`src/rtl/reg_bus_pkg.sv`:
```
// reg_bus_pkg: shared constants for the register-bus arbiter.
// Holds the FSM state encoding, requester port ids and the board channel
// number used by the optional write protection (BOARD_WRITE_PROTECT_EN).
package reg_bus_pkg;

    // FSM state encoding (kept as plain constants for legacy tools)
    localparam logic [1:0] IDLE = 2'd0;
    localparam logic [1:0] ADDR = 2'd1;
    localparam logic [1:0] WAIT = 2'd2;
    localparam logic [1:0] DONE = 2'd3;

    // Requester ids; also the bit index of each port in the request vector
    localparam logic PORT_A = 1'b0;
    localparam logic PORT_B = 1'b1;

    // Upper address nibble of the board channel registers
    localparam logic [3:0] BOARD_CHAN = 4'd0;

    // True when an address nibble selects the board channel
    function automatic logic is_board_chan(input logic [3:0] addr_hi);
        return (addr_hi == BOARD_CHAN);
    endfunction

endpackage

```
`src/rtl/reg_bus_arbiter_if.sv`:
```
// reg_bus_arbiter_if: all bus signals around the register-bus arbiter.
// Bundles both requester ports (A = 1394 packet handler, B = local sequencer)
// and the shared register-file port. The slave modport is the arbiter's view;
// the master modport is the view of the surrounding requesters + register file.
//
// Handshake: a requester raises x_req with x_wr/x_addr/x_wdata valid and keeps
// all of them stable until it sees x_ack (a single-cycle pulse). x_rdata (and
// b_err for port B) are valid in the x_ack cycle; x_rdata then holds. Keeping
// x_req high in the cycle after x_ack requests a new transaction. Dropping
// x_req before x_ack does not cancel the transaction already accepted.
interface reg_bus_arbiter_if #(
    parameter int ADDR_W = 8,
    parameter int DATA_W = 32
);
    // requester A
    logic              a_req;
    logic              a_wr;
    logic [ADDR_W-1:0] a_addr;
    logic [DATA_W-1:0] a_wdata;
    logic              a_ack;
    logic [DATA_W-1:0] a_rdata;

    // requester B
    logic              b_req;
    logic              b_wr;
    logic [ADDR_W-1:0] b_addr;
    logic [DATA_W-1:0] b_wdata;
    logic              b_ack;
    logic [DATA_W-1:0] b_rdata;
    logic              b_err;

    // register-file port
    logic [ADDR_W-1:0] reg_addr;
    logic [DATA_W-1:0] reg_wdata;
    logic              wr_en;
    logic [DATA_W-1:0] reg_rdata;

    // status
    logic              busy;

    modport slave (
        input  a_req, a_wr, a_addr, a_wdata,
        output a_ack, a_rdata,
        input  b_req, b_wr, b_addr, b_wdata,
        output b_ack, b_rdata, b_err,
        output reg_addr, reg_wdata, wr_en,
        input  reg_rdata,
        output busy
    );

    modport master (
        output a_req, a_wr, a_addr, a_wdata,
        input  a_ack, a_rdata,
        output b_req, b_wr, b_addr, b_wdata,
        input  b_ack, b_rdata, b_err,
        input  reg_addr, reg_wdata, wr_en,
        output reg_rdata,
        input  busy
    );

endinterface

```
`src/rtl/arb_rr2.sv`:
```
// arb_rr2: combinational two-way round-robin picker.
// A lone request always wins; when both ports request, the port that was not
// granted last time wins, so neither requester can be starved.
module arb_rr2
    import reg_bus_pkg::*;
(
    input  logic [1:0] req,       // bit PORT_A = A request, bit PORT_B = B request
    input  logic       last_gnt,  // port id granted most recently
    output logic       gnt_valid, // at least one request present
    output logic       gnt_id     // winning port id (meaningful when gnt_valid)
);

    // Pick the winner: single requester wins outright, tie goes to the other port
    always_comb begin
        gnt_valid = |req;
        gnt_id    = PORT_A;
        case (req)
            2'b01:   gnt_id = PORT_A;
            2'b10:   gnt_id = PORT_B;
            2'b11:   gnt_id = ~last_gnt;
            default: gnt_id = PORT_A;
        endcase
    end

endmodule

```
`src/rtl/reg_bus_arbiter.sv`:
```
// reg_bus_arbiter: shares the single board register-file port between the
// 1394 packet handler (port A) and a local sequencer (port B) on sysclk.
// Transactions are serialised through IDLE -> ADDR -> [WAIT] -> DONE:
//   write: IDLE, ADDR (one-cycle wr_en pulse), DONE (ack)        = 3 cycles
//   read : IDLE, ADDR, WAIT x RD_LAT (capture reg_rdata), DONE   = 3 + RD_LAT
// Optional feature macro: BOARD_WRITE_PROTECT_EN. When defined, port B writes
// to the board channel (address bits [7:4] == 0) are dropped: no wr_en pulse,
// b_ack still pulses and b_err is raised with it. A traffic and B reads are
// never blocked. When undefined, b_err is constant 0.
// The board channel check uses address bits [7:4], so ADDR_W must be >= 8.
module reg_bus_arbiter
    import reg_bus_pkg::*;
#(
    parameter int ADDR_W = 8,  // register address width
    parameter int DATA_W = 32, // register data width
    parameter int RD_LAT = 1   // reg_addr valid to reg_rdata valid, 1..3 cycles
) (
    input  logic                sysclk,
    input  logic                reset,     // asynchronous, active low
    reg_bus_arbiter_if.slave    bus,
    output logic [1:0]          dbg_state  // current FSM state
);

    // Last WAIT cycle index; the 2-bit counter covers RD_LAT up to 4
    localparam logic [1:0] LAST_WAIT = 2'(RD_LAT - 1);

    logic [1:0]        state;
    logic              gnt;        // port owning the current transaction
    logic              last_gnt;   // port granted most recently
    logic              lat_wr;     // latched write/read flag
    logic [1:0]        wait_cnt;   // cycles spent in WAIT

    logic              gnt_valid;
    logic              gnt_id;
    logic              sel_wr;
    logic [ADDR_W-1:0] sel_addr;
    logic [DATA_W-1:0] sel_wdata;
    logic              blk_cand;   // winning request is a blocked board write

    arb_rr2 u_arb (
        .req       ({bus.b_req, bus.a_req}),
        .last_gnt  (last_gnt),
        .gnt_valid (gnt_valid),
        .gnt_id    (gnt_id)
    );

    // Route the arbitration winner's request fields toward the latches
    always_comb begin
        sel_wr    = bus.a_wr;
        sel_addr  = bus.a_addr;
        sel_wdata = bus.a_wdata;
        if (gnt_id == PORT_B) begin
            sel_wr    = bus.b_wr;
            sel_addr  = bus.b_addr;
            sel_wdata = bus.b_wdata;
        end
    end

`ifdef BOARD_WRITE_PROTECT_EN
    logic lat_blk; // current transaction is a rejected B board write

    assign blk_cand = (gnt_id == PORT_B) && bus.b_wr &&
                      is_board_chan(bus.b_addr[7:4]);

    // Remember whether the accepted transaction was rejected, for b_err
    always_ff @(posedge sysclk or negedge reset) begin
        if (!reset) begin
            lat_blk <= 1'b0;
        end else if (state == IDLE && gnt_valid) begin
            lat_blk <= blk_cand;
        end
    end

    assign bus.b_err = (state == DONE) && (gnt == PORT_B) && lat_blk;
`else
    assign blk_cand  = 1'b0;
    assign bus.b_err = 1'b0;
`endif

    // Transaction FSM: grant, drive the register port, wait for read data
    always_ff @(posedge sysclk or negedge reset) begin
        if (!reset) begin
            state     <= IDLE;
            gnt       <= PORT_A;
            last_gnt  <= PORT_B;   // A wins the first tie
            lat_wr    <= 1'b0;
            wait_cnt  <= 2'd0;
            bus.reg_addr  <= '0;
            bus.reg_wdata <= '0;
            bus.wr_en     <= 1'b0;
        end else begin
            // wr_en is high only in the ADDR cycle following a grant
            bus.wr_en <= 1'b0;
            case (state)
                IDLE: begin
                    if (gnt_valid) begin
                        gnt           <= gnt_id;
                        last_gnt      <= gnt_id;
                        lat_wr        <= sel_wr;
                        bus.reg_addr  <= sel_addr;
                        bus.reg_wdata <= sel_wdata;
                        bus.wr_en     <= sel_wr & ~blk_cand;
                        state         <= ADDR;
                    end
                end
                ADDR: begin
                    wait_cnt <= 2'd0;
                    state    <= lat_wr ? DONE : WAIT;
                end
                WAIT: begin
                    if (wait_cnt == LAST_WAIT) begin
                        state <= DONE;
                    end else begin
                        wait_cnt <= wait_cnt + 2'd1;
                    end
                end
                DONE: begin
                    state <= IDLE;
                end
                default: begin
                    state <= IDLE;
                end
            endcase
        end
    end

    // Capture read data for the owning port on the last WAIT cycle; hold otherwise
    always_ff @(posedge sysclk or negedge reset) begin
        if (!reset) begin
            bus.a_rdata <= '0;
            bus.b_rdata <= '0;
        end else if (state == WAIT && wait_cnt == LAST_WAIT) begin
            if (gnt == PORT_A) begin
                bus.a_rdata <= bus.reg_rdata;
            end else begin
                bus.b_rdata <= bus.reg_rdata;
            end
        end
    end

    // Completion pulse and status decode straight from the state register
    assign bus.a_ack = (state == DONE) && (gnt == PORT_A);
    assign bus.b_ack = (state == DONE) && (gnt == PORT_B);
    assign bus.busy  = (state != IDLE);
    assign dbg_state = state;

endmodule

```
`src/flat_wrapper.sv`:
```
// flat-port wrapper written by rule: the top's interface ports become plain ports
module reg_bus_arbiter_flat import reg_bus_pkg::*;
#(
    parameter int ADDR_W = 8,                           
    parameter int DATA_W = 32,                       
    parameter int RD_LAT = 1                                                    
)
  (sysclk, reset, dbg_state, bus_a_req, bus_a_wr, bus_a_addr, bus_a_wdata, bus_a_ack, bus_a_rdata, bus_b_req, bus_b_wr, bus_b_addr, bus_b_wdata, bus_b_ack, bus_b_rdata, bus_b_err, bus_reg_addr, bus_reg_wdata, bus_wr_en, bus_reg_rdata, bus_busy);
  reg_bus_arbiter_if #(.ADDR_W(ADDR_W), .DATA_W(DATA_W)) bus_i ();
  input  logic sysclk;
  input  logic reset;
  output logic [1:0] dbg_state;
  input wire logic [$bits(bus_i.a_req)-1:0] bus_a_req;
  input wire logic [$bits(bus_i.a_wr)-1:0] bus_a_wr;
  input wire logic [$bits(bus_i.a_addr)-1:0] bus_a_addr;
  input wire logic [$bits(bus_i.a_wdata)-1:0] bus_a_wdata;
  output wire logic [$bits(bus_i.a_ack)-1:0] bus_a_ack;
  output wire logic [$bits(bus_i.a_rdata)-1:0] bus_a_rdata;
  input wire logic [$bits(bus_i.b_req)-1:0] bus_b_req;
  input wire logic [$bits(bus_i.b_wr)-1:0] bus_b_wr;
  input wire logic [$bits(bus_i.b_addr)-1:0] bus_b_addr;
  input wire logic [$bits(bus_i.b_wdata)-1:0] bus_b_wdata;
  output wire logic [$bits(bus_i.b_ack)-1:0] bus_b_ack;
  output wire logic [$bits(bus_i.b_rdata)-1:0] bus_b_rdata;
  output wire logic [$bits(bus_i.b_err)-1:0] bus_b_err;
  output wire logic [$bits(bus_i.reg_addr)-1:0] bus_reg_addr;
  output wire logic [$bits(bus_i.reg_wdata)-1:0] bus_reg_wdata;
  output wire logic [$bits(bus_i.wr_en)-1:0] bus_wr_en;
  input wire logic [$bits(bus_i.reg_rdata)-1:0] bus_reg_rdata;
  output wire logic [$bits(bus_i.busy)-1:0] bus_busy;
  assign bus_i.a_req = bus_a_req;
  assign bus_i.a_wr = bus_a_wr;
  assign bus_i.a_addr = bus_a_addr;
  assign bus_i.a_wdata = bus_a_wdata;
  assign bus_a_ack = bus_i.a_ack;
  assign bus_a_rdata = bus_i.a_rdata;
  assign bus_i.b_req = bus_b_req;
  assign bus_i.b_wr = bus_b_wr;
  assign bus_i.b_addr = bus_b_addr;
  assign bus_i.b_wdata = bus_b_wdata;
  assign bus_b_ack = bus_i.b_ack;
  assign bus_b_rdata = bus_i.b_rdata;
  assign bus_b_err = bus_i.b_err;
  assign bus_reg_addr = bus_i.reg_addr;
  assign bus_reg_wdata = bus_i.reg_wdata;
  assign bus_wr_en = bus_i.wr_en;
  assign bus_i.reg_rdata = bus_reg_rdata;
  assign bus_busy = bus_i.busy;
  reg_bus_arbiter #(.ADDR_W(ADDR_W), .DATA_W(DATA_W), .RD_LAT(RD_LAT)) u_core (.sysclk(sysclk), .reset(reset), .bus(bus_i), .dbg_state(dbg_state));
endmodule
```
`config.mk`:
```
export PLATFORM = sky130hd
export DESIGN_NAME = reg_bus_arbiter_flat
export DESIGN_NICKNAME = d
export VERILOG_FILES = /design/src/rtl/reg_bus_pkg.sv /design/src/rtl/reg_bus_arbiter_if.sv /design/src/rtl/arb_rr2.sv /design/src/rtl/reg_bus_arbiter.sv /design/src/flat_wrapper.sv
export SDC_FILE = /design/constraint.sdc
export NUM_CORES = 1
export LEC_CHECK = 0
export BUFFER_PORTS_ARGS = -buffer_cell sky130_fd_sc_hd__buf_4
export CAP_MARGIN = 20
export CORE_MARGIN = 2
export CORE_UTILIZATION = 50
export DETAILED_ROUTE_END_ITERATION = 8
export PLACE_DENSITY = 0.85
export REMOVE_ABC_BUFFERS = 1
export SETUP_SLACK_MARGIN = 0.2
export SLEW_MARGIN = 10
export SYNTH_ARGS = -nofsm -noshare
export SYNTH_HDL_FRONTEND = slang
export SYNTH_HIERARCHICAL = 1
export SYNTH_SLANG_ARGS = --single-unit
export TNS_END_PERCENT = 30
```
`constraint.sdc`:
```
create_clock -name sysclk -period 2.9 [get_ports sysclk]
set_input_delay 0.29 -clock sysclk [delete_from_list [all_inputs] [get_ports sysclk]]
set_output_delay 0.29 -clock sysclk [all_outputs]
set_load 0.1 [all_outputs]
```
==> out/results.ini, run 1 <==
[status]
status = completed

[drt]
drc = 0
routed_wl_um = 11230
vias = 3515
post_drt_wl_per_cell_um = 15.66
postRouteAntennaNets = 0
drtPass1Iterations = 4
viasPerCell = 4.902
drt-initial-drc-count = 52

[synthesis]
synth.area.top_cells = dfrtp_1 (58%), mux2_4 (9.3%), mux2i_1 (8.9%)
yosys_warnings = 6
synth_largest_area_cell = dfrtp_1
synth_cell_type_count = 26
ys_seq_area_frac = 0.5807
avgSynthCellArea_um2 = 13.38
synth_seq_cells = 112
netlist_instances = 361
synth_top_area_share = 0.5753
syn_area_mm2 = 0.004828

[layout]
syn2layout_area_growth_pct = 41.85
drive_gt1_frac = 0.5408
nNetsFinal = 708
multiInputGateArea_mm2 = 0.001866
seq_area_mm2 = 0.002804
antenna_cells = 0
n_fill_cell = 609

[timing]
fmax_mhz = 517.7
finalHoldViolations = 0
fin_crit_ns = 1.932
skew_ns = 0.01101
fin_crit_sh = 0.6660
setup_viol = 0
slew_viol_final = 0
rsz0062_at_grt = false
slew_headroom = 0.5722
tns_ns = 0
worstMarginPinSlew_ns = 0.6417
fin_hold_ws_ns = 0.1664

[global_route]
grt_max_degree = 67
grtUsageTotal = 0.2119
grt_pass1_vias = 3442
antenna_found_initial = 0
overflow = 0
grt_pass1_wl_um = 17060

[setup_path]
arrival_ns = 2.18
worstPathCellList = inv_1, ha_1, nand2_1, or2_2, buf_4, mux2_2
crit-reg2reg-launch = u_core/dbg_state[0]
critPathRequiredTime_ns = 3.15
crit_type = reg2reg
worstSetupStartpoint = u_core/dbg_state[0]
cp_slowest_cell = buf_4
slowest_delay_ns = 0.48
path_max_fanout = 32
worstSetupEndpointType = register
crit_buf_inv = 2
crit_family = buffers and inverters
start_kind = register

[clock_tree]
clock_path_buffers = 2
htreeDepth = 3
clk_pin_slew_worst_paths_ns = 0.11
cts_buffers = 9
cts_resized = 0
cts_tree = yes
clk_latency_ns = 0.35
clk_root_buffer_cell = clkbuf_8
clock-sinks = 112

[placed_design]
port-buffer-count = 227
dpl.hpwl_um = 8712
place.gp.congestion = 0.8032

[die]
initial_core_util = 0.5201
ios = 229
die_w_um = 102.3
die-area_mm2 = 0.01046
die_h_um = 102.3
rows = 35
core_area_mm2 = 0.009284

[min_path]
hold_path.class = in2reg
hold_path.startpoint = bus_reg_rdata[12]

[run]
cap_violations = 0

layout by cell type, fill, tap and decap left out, drive strengths merged:
cell / Yosys / layout
a21o: 1 / 1
a21boi: 1 / 1
bufinv: 0 / 2
a31o: 1 / 1
and2: 2 / 2
dfstp: 1 / 1
o21ai: 41 / 41
conb: 1 / 1
mux2i: 43 / 43
clkbuf: 8 / 9
clkinv: 0 / 1
nor2b: 1 / 1
a21oi: 1 / 1
clkinvlp: 0 / 1
ha: 7 / 7
nand2b: 2 / 2
mux2: 65 / 65
nand3: 1 / 1
nand2: 50 / 50
inv: 5 / 8
dlygate4sd3: 0 / 1
or2: 2 / 2
dfrtp: 111 / 111
o31ai: 1 / 1
buf: 14 / 232
nor2: 2 / 2
cells by family after synthesis:
| group | synth area share |
|---|---|
| flops | 0.5807 |
| mux | 0.2641 |
| simple gates | 0.05053 |
| compound gates | 0.05001 |
| buf+inv | 0.03576 |
| fa+ha+maj | 0.01814 |
| other cells | 0.0007767 |
synthesized netlist by cell type:
| cell type | n |
|---|---|
| a21oi_1 | 1 |
| mux2i_1 | 43 |
| buf_12 | 3 |
| buf_6 | 1 |
| dfrtp_1 | 111 |
| o31ai_1 | 1 |
| a31o_2 | 1 |
| a21boi_1 | 1 |
| dfstp_2 | 1 |
| nor2_1 | 2 |
| ha_1 | 7 |
| buf_4 | 1 |
| o21ai_0 | 41 |
| buf_2 | 9 |
| and2_1 | 2 |
| mux2_4 | 30 |
| nor2b_1 | 1 |
| mux2_2 | 35 |
| nand2b_1 | 2 |
| inv_1 | 5 |
| nand2_1 | 50 |
| conb_1 | 1 |
| or2_1 | 2 |
| clkbuf_1 | 8 |
| nand3_1 | 1 |
| a21o_1 | 1 |
per-layer routing:
| metal | track usage | wire length (um) |
|---|---|---|
| met3 | 0.04036 | 852 |
| met4 | 0.08308 | 233 |
| met2 | 0.3568 | 5510 |
| met1 | 0.2723 | 4630 |
| met5 | 0 | 0 |
metrics by stage:
stage	util	instances	setup slack (ns)	area, um2
after floorplan	-	339	-1.038	4674
after global placement	0.7127	700	1.016	6616
after detailed placement	0.7127	700	0.9558	6616
after CTS	0.7377	717	0.9448	6849
after global routing	0.7377	717	0.8632	6849
final	0.7377	717	0.9685	6849
worst paths after layout:
path                                            endpoint  slack (ns)  cells past startpoint
worst max register to register    u_core/bus.a_rdata[31]        0.97                      6
worst min register to register  u_core/bus.reg_wdata[22]        0.49                      2
worst max-delay path              u_core/bus.a_rdata[31]        0.97                      6
max in group asynchronous        u_core/bus.reg_wdata[4]        1.65                      3
min in group asynchronous         u_core/bus.a_rdata[14]        0.48                      2
worst min-delay path              u_core/bus.a_rdata[12]        0.17                      2
final cells by class:
type	instances	share of cell area
clock buffer	9	0.01809
clock inverter	7	0.01443
inverter	5	0.002740
multi-input combinational	222	0.2724
sequential	112	0.4094
tap	129	0.02357
timing repair buffer	233	0.2594
sequential cells by signal (all words and copies together), names as in the netlist:
name                  flops
u_core/lat_wr             1
u_core/bus.b_rdata       32
u_core/dbg_state          2
u_core/bus.wr_en          1
u_core/last_gnt           1
u_core/bus.reg_addr       8
u_core/bus.a_rdata       32
u_core/bus.reg_wdata     32
u_core/wait_cnt           2
u_core/gnt                1
timing repair:
| item | 4_1_cts | 5_1_grt |
|---|---|---|
| hold buffers | 1 | 0 |
| hold endpoints to repair | 45 | 0 |
| buffers inserted | 0 | 0 |
Power of run 1 is left out: the tool's default activity adds up to more than one toggle a clock period on the data nets, which glitch-free logic cannot reach.
==> inputs of run 2 (changes only) <==
--- a/config.mk
+++ b/config.mk
@@ -8,9 +8,9 @@
 export BUFFER_PORTS_ARGS = -buffer_cell sky130_fd_sc_hd__buf_4
 export CAP_MARGIN = 20
 export CORE_MARGIN = 2
-export CORE_UTILIZATION = 50
+export CORE_UTILIZATION = 47
 export DETAILED_ROUTE_END_ITERATION = 8
-export PLACE_DENSITY = 0.85
+export PLACE_DENSITY = 0.81
 export REMOVE_ABC_BUFFERS = 1
 export SETUP_SLACK_MARGIN = 0.2
 export SLEW_MARGIN = 10
==> constraint.sdc (replaced) <==
create_clock -name sysclk -period 2 [get_ports sysclk]
set_input_delay 0.2 -clock sysclk [delete_from_list [all_inputs] [get_ports sysclk]]
set_output_delay 0.2 -clock sysclk [all_outputs]
set_load 0.1 [all_outputs]
==> run 2 against run 1 <==
  * Via count grew 1.1%
  * Worst setup slack worse by 0.72 ns
  * Hold slack got worse by 0.096 ns
  * Sequential cell count unchanged
  * Critical path type is now reg2out
  * Cell area increased by 0.62%
  * Die area is 6.1% higher
  * Clock-buffer cell count increased by 2
  * First-iteration DRC count up 130%
  * Clock skew is 0.0025 ns lower
  * Routed wire length rose by 2.3%
==> out/results.ini, run 2 (synthesis results as in run 1) <==
[timing]
slew_headroom = 0.5966  ; +0.02439
tns_ns = 0  ; unchanged
worstMarginPinSlew_ns = 0.6051  ; -0.03658 ns
fin_crit_sh = 0.8747
skew_ns = 0.008554  ; -0.002454 ns
setup_viol = 0  ; unchanged
fin_crit_ns = 1.749
fmax_mhz = 571.6
rsz0062_at_grt = true
slew_viol_final = 0  ; unchanged
fin_hold_ws_ns = 0.07056  ; -0.09584 ns
finalHoldViolations = 0  ; unchanged

[die]
rows = 36  ; +2.9%
die_w_um = 105.4  ; +3.0%
core_area_mm2 = 0.009864  ; +6.3%
ios = 229  ; unchanged
die_h_um = 105.4  ; +3.0%
initial_core_util = 0.4895  ; -0.03061
die-area_mm2 = 0.01110  ; +6.1%

[layout]
largestRegisters = u_core/bus.a_rdata: 32 flops, u_core/bus.b_rdata: 32 flops, u_core/bus.reg_wdata: 32 flops
drive_gt1_frac = 0.5433  ; +0.002477
antenna_cells = 0  ; unchanged
syn2layout_area_growth_pct = 42.73
n_fill_cell = 677  ; +11%
final_cells = 722  ; +0.70%
final_common_cell = buf_4
layout_common_cells = buf_4 (228), dfrtp_1 (110), nand2_1 (49), mux2i_1 (43), o21ai_0 (41)
nNetsFinal = 710  ; +0.28%

[placed_design]
port-buffer-count = 227  ; unchanged
dpl.hpwl_um = 8620  ; -1.1%
place.gp.congestion = 0.7476  ; -6.9%
dp_cells = 705  ; +0.71%

[drt]
vias = 3555  ; +1.1%
routed_wl_um = 11480  ; +2.3%
drc = 0  ; unchanged
drt-initial-drc-count = 121  ; +130%
wl_met3_um = 887  ; +4.1%
wl_met1_um = 4839  ; +4.5%
routed-wl-met2_um = 5523  ; +0.24%
viasPerCell = 4.924  ; +0.44%
topRoutingLayerUsed = met4
drtPass1Iterations = 4  ; unchanged
post_drt_wl_per_cell_um = 15.90  ; +1.5%
postRouteAntennaNets = 0  ; unchanged

[global_route]
overflow = 0  ; unchanged
grtUsageTotal = 0.2063  ; -0.005625
grt_pass1_wl_um = 18010  ; +5.5%
antenna_found_initial = 0  ; unchanged
grt_pass1_vias = 3570  ; +3.7%
grt_max_degree = 113  ; +69%

[clock_tree]
clock_path_buffers = 2  ; unchanged
clock-sinks = 112  ; unchanged
htreeDepth = 3  ; unchanged
clk_pin_slew_worst_paths_ns = 0.09  ; -0.02 ns
clk_latency_ns = 0.36  ; about the same
cts_buffers = 9  ; unchanged
cts_setup_buffers = 0  ; unchanged
cts_tree = yes
clk_root_buffer_cell = clkbuf_8

[setup_path]
arrival_ns = 1.55  ; -0.63 ns
start_kind = register
crit_type = reg2out
path_max_fanout = 7  ; -78%
critPathRequiredTime_ns = 1.80  ; -1.35 ns
worstSetupEndpointType = output pin

[status]
status = completed

[run]
cap_violations = 0  ; unchanged

[min_path]
hold_path.class = in2reg

## run 2: cell count changes in the layout (fill, tap and decap cells not counted), moves of 2 or more
| cell | before | now |
|---|---|---|
| buf_12 | 2 | 5 |
| inv_6 | 3 | 0 |
| buf_4 | 230 | 228 |
| clkinv_2 | 1 | 3 |
## run 2: cell type report
type / count / area, um2 / area share
Multi-Input combinational cell: 222 / 1868 / 0.2711
Clock buffer: 11 / 141.4 / 0.02052
Sequential cell: 112 / 2805 / 0.4070
Inverter: 5 / 18.77 / 0.002723
Tap cell: 133 / 166.4 / 0.02415
Timing Repair Buffer: 235 / 1847 / 0.2680
Clock inverter: 4 / 45.04 / 0.006536
## run 2: worst max-delay path, cell delays in order (launching register included)
cell	delay [ns]
dfrtp_1	0.47
inv_1	0.11
ha_1	0.25
inv_1	0.07
buf_4	0.28
## run 2: through the flow
step / util / setup WS (ns) / area, um2
global placement: 0.6758 / 0.2616 / 6666
finish: 0.6986 / 0.2507 / 6892
CTS: 0.6957 / 0.2371 / 6863
detailed placement: 0.6758 / 0.1980 / 6666
global route: 0.6986 / 0.1575 / 6892
floorplan: - / -1.938 / 4674
## run 2: repair_timing
| item | 4_1_cts | 5_1_grt |
|---|---|---|
| hold buffers | 1 | 0 |
| resized for setup | 1 | 2 |
| cloned | 0 | 1 |
| endpoints found under the setup margin | 20 | 33 |
| pin swaps | 0 | 0 |
| hold endpoints to repair | 111 | 0 |
## run 2: per-layer routing
layer | vias up | track usage
met5 | - | 0
li1 | 1683 | -
met2 | 171 | 0.3378
met1 | 1685 | 0.2684
met3 | 16 | 0.04267
met4 | 0 | 0.08286
## run 2: worst paths after layout
| path | end | start | slack [ns] | depth (start not counted) |
|---|---|---|---|---|
| worst max register to register | u_core/bus.a_rdata[3] | u_core/dbg_state[0] | 0.29 | 6 |
| worst max-delay path | bus_busy | u_core/dbg_state[1] | 0.25 | 4 |
| max in group asynchronous | u_core/dbg_state[0] | reset | 1.05 | 3 |
| worst min-delay path | u_core/bus.a_rdata[20] | bus_reg_rdata[20] | 0.07 | 2 |
| worst min register to register | u_core/bus.reg_addr[1] | u_core/bus.reg_addr[1] | 0.49 | 2 |
| min in group asynchronous | u_core/bus.a_rdata[16] | reset | 0.43 | 3 |
Power of run 2 is left out for the same reason.
